$ cat config.mk
export PLATFORM = sky130hd
export DESIGN_NAME = cdma_receiver
export DESIGN_NICKNAME = d
export VERILOG_FILES = /design/src/rtl/cdma_receiver.sv
export SDC_FILE = /design/constraint.sdc
export NUM_CORES = 1
export LEC_CHECK = 0
export ABC_AREA = 1
export ABC_CLOCK_PERIOD_IN_PS = 29900
export BUFFER_PORTS_ARGS = -buffer_cell sky130_fd_sc_hd__buf_2
export CAP_MARGIN = 15
export CORE_MARGIN = 2
export CORE_UTILIZATION = 37
export DETAILED_ROUTE_END_ITERATION = 6
export GPL_TIMING_DRIVEN = 0
export MAX_ROUTING_LAYER = met4
export SLEW_MARGIN = 10
export SYNTH_ARGS = -nofsm -noshare
export SYNTH_HDL_FRONTEND = slang
export SYNTH_SLANG_ARGS = --single-unit
$ cat constraint.sdc
create_clock -name clk -period 29.9 [get_ports clk]
set_clock_uncertainty 0.05 [all_clocks]
set_input_delay 5.98 -clock clk [delete_from_list [all_inputs] [get_ports clk]]
set_output_delay 5.98 -clock clk [all_outputs]
set_load 0.02 [all_outputs]
$ cat src/rtl/cdma_receiver.sv
// cdma_receiver
// Single-channel DS-CDMA BPSK receiver. A 6-bit LFSR regenerates the
// spreading code of the selected user. Each received chip is scaled by the
// AGC gain, despread against that code and accumulated over a window of
// CHIPS chips. At the end of each window the receiver emits a hard data
// decision and a validity flag, then updates its RSSI estimate, the
// decision threshold and the AGC gain for the next window.
module cdma_receiver #(
    parameter int CHIPS       = 64,
    parameter int GAIN_UNITY  = 16,
    parameter int RSSI_TARGET = 32
) (
    input  logic       clk,
    input  logic       rst,
    input  logic [7:0] bpsk_in,
    input  logic [5:0] user_code_1,
    input  logic [5:0] user_code_2,
    input  logic       user_select,
    output logic       data_out,
    output logic       data_valid
);

    localparam logic [5:0] LAST_CHIP = 6'(CHIPS - 1);
    localparam logic [7:0] GAIN_RST  = 8'(GAIN_UNITY);
    localparam logic [7:0] GAIN_MAX  = 8'd64;
    localparam logic [7:0] GAIN_MIN  = 8'd4;
    localparam logic [7:0] RSSI_LO   = 8'(RSSI_TARGET - 4);
    localparam logic [7:0] RSSI_HI   = 8'(RSSI_TARGET + 4);

    // Internal registers whose names are relied on by hierarchical probes.
    logic [5:0]  chip_count;
    logic [7:0]  gain_factor;
    logic [7:0]  rssi;
    logic [15:0] dynamic_threshold;

    logic [5:0]         r_lfsr;
    logic signed [23:0] r_acc;
    logic [15:0]        r_msum;
    logic               r_data_out;
    logic               r_data_valid;

    logic [5:0]         w_seed;
    logic [5:0]         w_seed_fixed;
    logic [5:0]         w_lfsr_cur;
    logic [5:0]         w_lfsr_next;
    logic               w_chip;
    logic               w_win_start;
    logic               w_win_end;
    logic signed [15:0] w_sample_ext;
    logic signed [15:0] w_gain_ext;
    logic signed [15:0] w_product;
    logic signed [15:0] w_gained;
    logic signed [23:0] w_gained_ext;
    logic signed [23:0] w_contrib;
    logic signed [23:0] w_acc_base;
    logic signed [23:0] w_acc_final;
    logic signed [23:0] w_acc_abs;
    logic signed [23:0] w_thr_ext;
    logic [15:0]        w_mag;
    logic [15:0]        w_msum_base;
    logic [16:0]        w_msum_sum;
    logic [15:0]        w_msum_final;
    logic [9:0]         w_rssi_wide;
    logic [7:0]         w_rssi_new;
    logic [15:0]        w_thr_new;
    logic [7:0]         w_gain_next;
    logic               w_decision;
    logic               w_valid_new;

    assign w_win_start = (chip_count == 6'd0);
    assign w_win_end   = (chip_count == LAST_CHIP);

    // An all-zero seed would lock the LFSR, so it is replaced by 1.
    assign w_seed       = user_select ? user_code_2 : user_code_1;
    assign w_seed_fixed = (w_seed == 6'd0) ? 6'd1 : w_seed;

    // At a window start the code restarts from the seed selected right now,
    // so code/user changes mid-window only apply from the next window.
    assign w_lfsr_cur  = w_win_start ? w_seed_fixed : r_lfsr;
    assign w_chip      = w_lfsr_cur[5];
    assign w_lfsr_next = {w_lfsr_cur[4:0], w_lfsr_cur[5] ^ w_lfsr_cur[4]};

    // Gain is Q4.4; |bpsk_in * gain| stays below 2^15 for any 8-bit gain.
    assign w_sample_ext = {{8{bpsk_in[7]}}, bpsk_in};
    assign w_gain_ext   = {8'd0, gain_factor};
    assign w_product    = w_sample_ext * w_gain_ext;
    assign w_gained     = w_product >>> 4;
    assign w_gained_ext = {{8{w_gained[15]}}, w_gained};

    assign w_contrib   = w_chip ? w_gained_ext : -w_gained_ext;
    assign w_acc_base  = w_win_start ? 24'sd0 : r_acc;
    assign w_acc_final = w_acc_base + w_contrib;
    assign w_acc_abs   = w_acc_final[23] ? -w_acc_final : w_acc_final;

    assign w_mag        = w_gained[15] ? (16'd0 - w_gained) : w_gained;
    assign w_msum_base  = w_win_start ? 16'd0 : r_msum;
    assign w_msum_sum   = {1'b0, w_msum_base} + {1'b0, w_mag};
    assign w_msum_final = w_msum_sum[16] ? 16'hFFFF : w_msum_sum[15:0];

    assign w_rssi_wide = w_msum_final[15:6];
    assign w_rssi_new  = (|w_rssi_wide[9:8]) ? 8'hFF : w_rssi_wide[7:0];

    // Threshold is a quarter of the ideal correlation peak (rssi * CHIPS / 4).
    assign w_thr_new = {4'd0, w_rssi_new, 4'd0};
    assign w_thr_ext = {8'd0, dynamic_threshold};

    // A zero correlation resolves to a 0 decision.
    assign w_decision  = !w_acc_final[23] && (w_acc_final != 24'sd0);
    assign w_valid_new = (w_acc_abs > w_thr_ext);

    // AGC step: one unit per window toward the RSSI dead band, clamped.
    always_comb begin
        w_gain_next = gain_factor;
        if (w_rssi_new < RSSI_LO) begin
            if (gain_factor < GAIN_MAX) begin
                w_gain_next = gain_factor + 8'd1;
            end
        end else if (w_rssi_new > RSSI_HI) begin
            if (gain_factor > GAIN_MIN) begin
                w_gain_next = gain_factor - 8'd1;
            end
        end
    end

    // Chip counter and code generator; reset aligns to chip 0 of a window.
    always_ff @(posedge clk) begin
        if (!rst) begin
            chip_count <= 6'd0;
            r_lfsr     <= w_seed_fixed;
        end else begin
            chip_count <= w_win_end ? 6'd0 : chip_count + 6'd1;
            r_lfsr     <= w_lfsr_next;
        end
    end

    // Correlation and magnitude accumulators; window start overwrites them.
    always_ff @(posedge clk) begin
        if (!rst) begin
            r_acc  <= 24'sd0;
            r_msum <= 16'd0;
        end else begin
            r_acc  <= w_acc_final;
            r_msum <= w_msum_final;
        end
    end

    // End-of-window decision, RSSI, threshold and AGC update.
    always_ff @(posedge clk) begin
        if (!rst) begin
            r_data_out        <= 1'b0;
            r_data_valid      <= 1'b0;
            rssi              <= 8'd0;
            dynamic_threshold <= 16'd0;
            gain_factor       <= GAIN_RST;
        end else if (w_win_end) begin
            r_data_out        <= w_decision;
            r_data_valid      <= w_valid_new;
            rssi              <= w_rssi_new;
            dynamic_threshold <= w_thr_new;
            gain_factor       <= w_gain_next;
        end
    end

    assign data_out   = r_data_out;
    assign data_valid = r_data_valid;

endmodule

==> qor.yml <==
status:
  status: "finished, final reports clean"
floorplanning:
  initial_core_util_pct: 37.7
  core-area_um2: 23500
  rows: 56
  die_y_um: 159
  ios: 25
  die_w_um: 159
  dieArea_um2: 25100
clocking:
  cts-root-buf: "clkbuf_16"
  cts_tree: "done"
  cts.path.max_buffers: 2
  cts_htree_levels: 3
  cts_buffers: 9
  cts_resized: 0
  clkLatencyLatePin_ps: 350
  cts_setup_buffers: 0
  clkSinkCount: 70
  clkTransAtPathRegs_ps: 70
  postCtsHoldBufs: 0
yosys:
  synth_enable_flop_cells: 0
  ys_ff_latch: 70
  syn_area_um2: 8840
  synth_top_flop_cell: "dfxtp_1"
  synthCells: 1408
  synth_warnings: 0
  ys_seq_area_share_pct: 15.9
  synth_cell_type_count: 46
  async_flop_share_pct: 0
  syn_avg_cell_area_um2: 6.28
  synth_fp_nets: 1567
sta:
  post-route-min-period_ps: 14630
  clock.fmax_mhz: 68.3
  period_share_pct: 48.9
  slew_viol_final: 0
  rsz0062_at_grt: "false"
  slew_headroom_pct: 58.4
  worst_pin_slew_ps: 618
  finalSetupViolations: 0
  hold_viol: 0
  hold_ws_ps: 406
  fin_setup_tns_ps: 0
  worst_slack_ps: 15270
detailed_routing:
  drt_wl_total_um: 22500
  wl_met1_um: 11300
  first_pass_iters: 5
  route.met3.wl_um: 951
  vias_per_cell: 4.81
  highest_layer: "met4"
  drt.antenna.violating_nets: 0
  drc: 0
  routedWlPerCell_um: 12.8
  met2WireLength_um: 9930
  drt-initial-drc-count: 494
  vias: 8468
place:
  hpwl_um: 18500
  port_buffers: 19
  place_inst: 1746
  dp_slack_ps: 14910
  routabilityCongestion: 0.898
critical_path:
  worstPathRequired_ps: 30090
  reg2reg_depth: 54
  path_class: "in -> reg"
  start_kind: "input pin"
  max_stage_delay_ps: 550
  rrSetupSlack_ps: 20510
  crit_fanout: 10
  r2r_end: "gain_factor[7]"
  cp_slowest_cell: "fa_1"
  crit_path_end_kind: "flip-flop"
  critPathArrivalTime_ps: 14830
  rr_startpoint: "gain_factor[1]"
hold_path:
  min_to: "data_valid"
  min_path_type: "reg -> reg"
  min_path_cells: 2
  hp-start: "data_valid"
finish:
  nNetsFinal: 1597
  antenna_cells: 0
  fin_util_pct: 41.0
  stdcell_count: 1762
  area_growth_pct: 8.85
  layout-drive-gt1-share_pct: 6.31
global_routing:
  grt_pass1_wl_um: 37400
  grt_max_degree: 16
  grt_pass1_vias: 8049
  overflow: 0
  antenna_found_initial: 0
  grt_usage_pct: 19.1
power:
  ir_drop_v: 0.0000317
  power_leakage_uw: 0.00576
  powerDensity_nw_per_um2: 59.3
job:
  cap_violations: 0
power by group:
group | leakage [uW] | switching (uW) | total, uW | internal, uW
Combinational | 0.00504 | 229 | 348 | 119
Clock | 0.000139 | 49.5 | 108 | 58.0
Sequential | 0.000576 | 4.66 | 115 | 111
Total | 0.00576 | 283 | 571 | 288
how the worst max path moves through the flow:
stage	slack, ps	from	end
floorplan	16440	bpsk_in[6]	gain_factor[7]
global placement	15000	bpsk_in[7]	gain_factor[7]
detailed placement	14910	bpsk_in[7]	gain_factor[7]
CTS	15220	bpsk_in[7]	gain_factor[7]
global route	14330	bpsk_in[7]	gain_factor[7]
finish	15270	bpsk_in[7]	gain_factor[7]
through the flow:
stage                     power [uW]  instance area (um^2)
final                            571                  9620
after global routing             632                  9620
after CTS                        572                  9620
after detailed placement         462                  9330
after global placement           458                  9330
after floorplan                  385                  8840
flip-flops by register name, indices dropped and copies added (netlist names):
| name | cells |
|---|---|
| data_out | 1 |
| gain_factor | 8 |
| chip_count | 6 |
| r_lfsr | 6 |
| data_valid | 1 |
| dynamic_threshold | 8 |
| r_acc | 24 |
| r_msum | 16 |
layer usage:
metal,global-route usage (%),up-vias
met3,1.96,24
met2,31.2,149
met1,25.4,3871
met5,-,-
li1,-,4424
met4,4.68,0
critical path: cells and delay by family:
| family | cells | cell delay [ps] |
|---|---|---|
| simple gates | 37 | 3800 |
| buf+inv | 6 | 650 |
| compound gates | 5 | 1130 |
| fa+ha+maj | 7 | 3220 |
cells by family after synthesis:
kind of cell | count (synthesis) | share of synthesized area (%)
buf+inv | 316 | 13.7
mux | 3 | 0.340
flops | 70 | 15.9
compound gates | 176 | 10.8
xor+xnor | 46 | 4.64
fa+ha+maj | 136 | 22.6
simple gates | 661 | 32.1
layout make-up:
class | count | area [um^2]
clock inverter | 7 | 62.6
timing repair buffer | 19 | 95.1
multi-input combinational | 1022 | 6230
buffer | 32 | 144
tap | 319 | 399
clock buffer | 9 | 225
sequential | 70 | 1400
inverter | 284 | 1070
fill | 2518 | 13900
synthesized netlist by cell type, drive strengths merged, types with 2 or more instances:
master    n  share of area, %
nand2   393                17
inv     281                12
nor2    146               6.6
ha       97                14
o21ai    85               4.9
nand3    71               4.5
dfxtp    70                16
a21oi    65               3.7
xor2     40               4.0
fa       39               8.8
clkbuf   26               1.1
nand4    19               1.4
nor3     12              0.68
a31oi    11              0.78
nand3b    8              0.68
buf       6              0.52
or2       6              0.42
xnor2     6              0.59
a21o      5              0.42
clkinv    3              0.13
mux2i     3              0.34
o21a      3              0.25
o21bai    3              0.30
and3      2              0.14
nor3b     2              0.17
o31ai     2              0.17
placed cells by master, fill, tap and decap left out, types with 12 or more instances in the layout:
| cell | count |
|---|---|
| nand2_1 | 375 |
| inv_1 | 273 |
| nor2_1 | 141 |
| ha_1 | 97 |
| o21ai_0 | 78 |
| dfxtp_1 | 70 |
| a21oi_1 | 64 |
| nand3_1 | 63 |
| xor2_1 | 39 |
| fa_1 | 39 |
| clkbuf_1 | 26 |
| buf_2 | 23 |
| nand4_1 | 18 |
| nand2_2 | 15 |
| nor3_1 | 12 |
No activity file was read; power rests on OpenSTA's default activity.
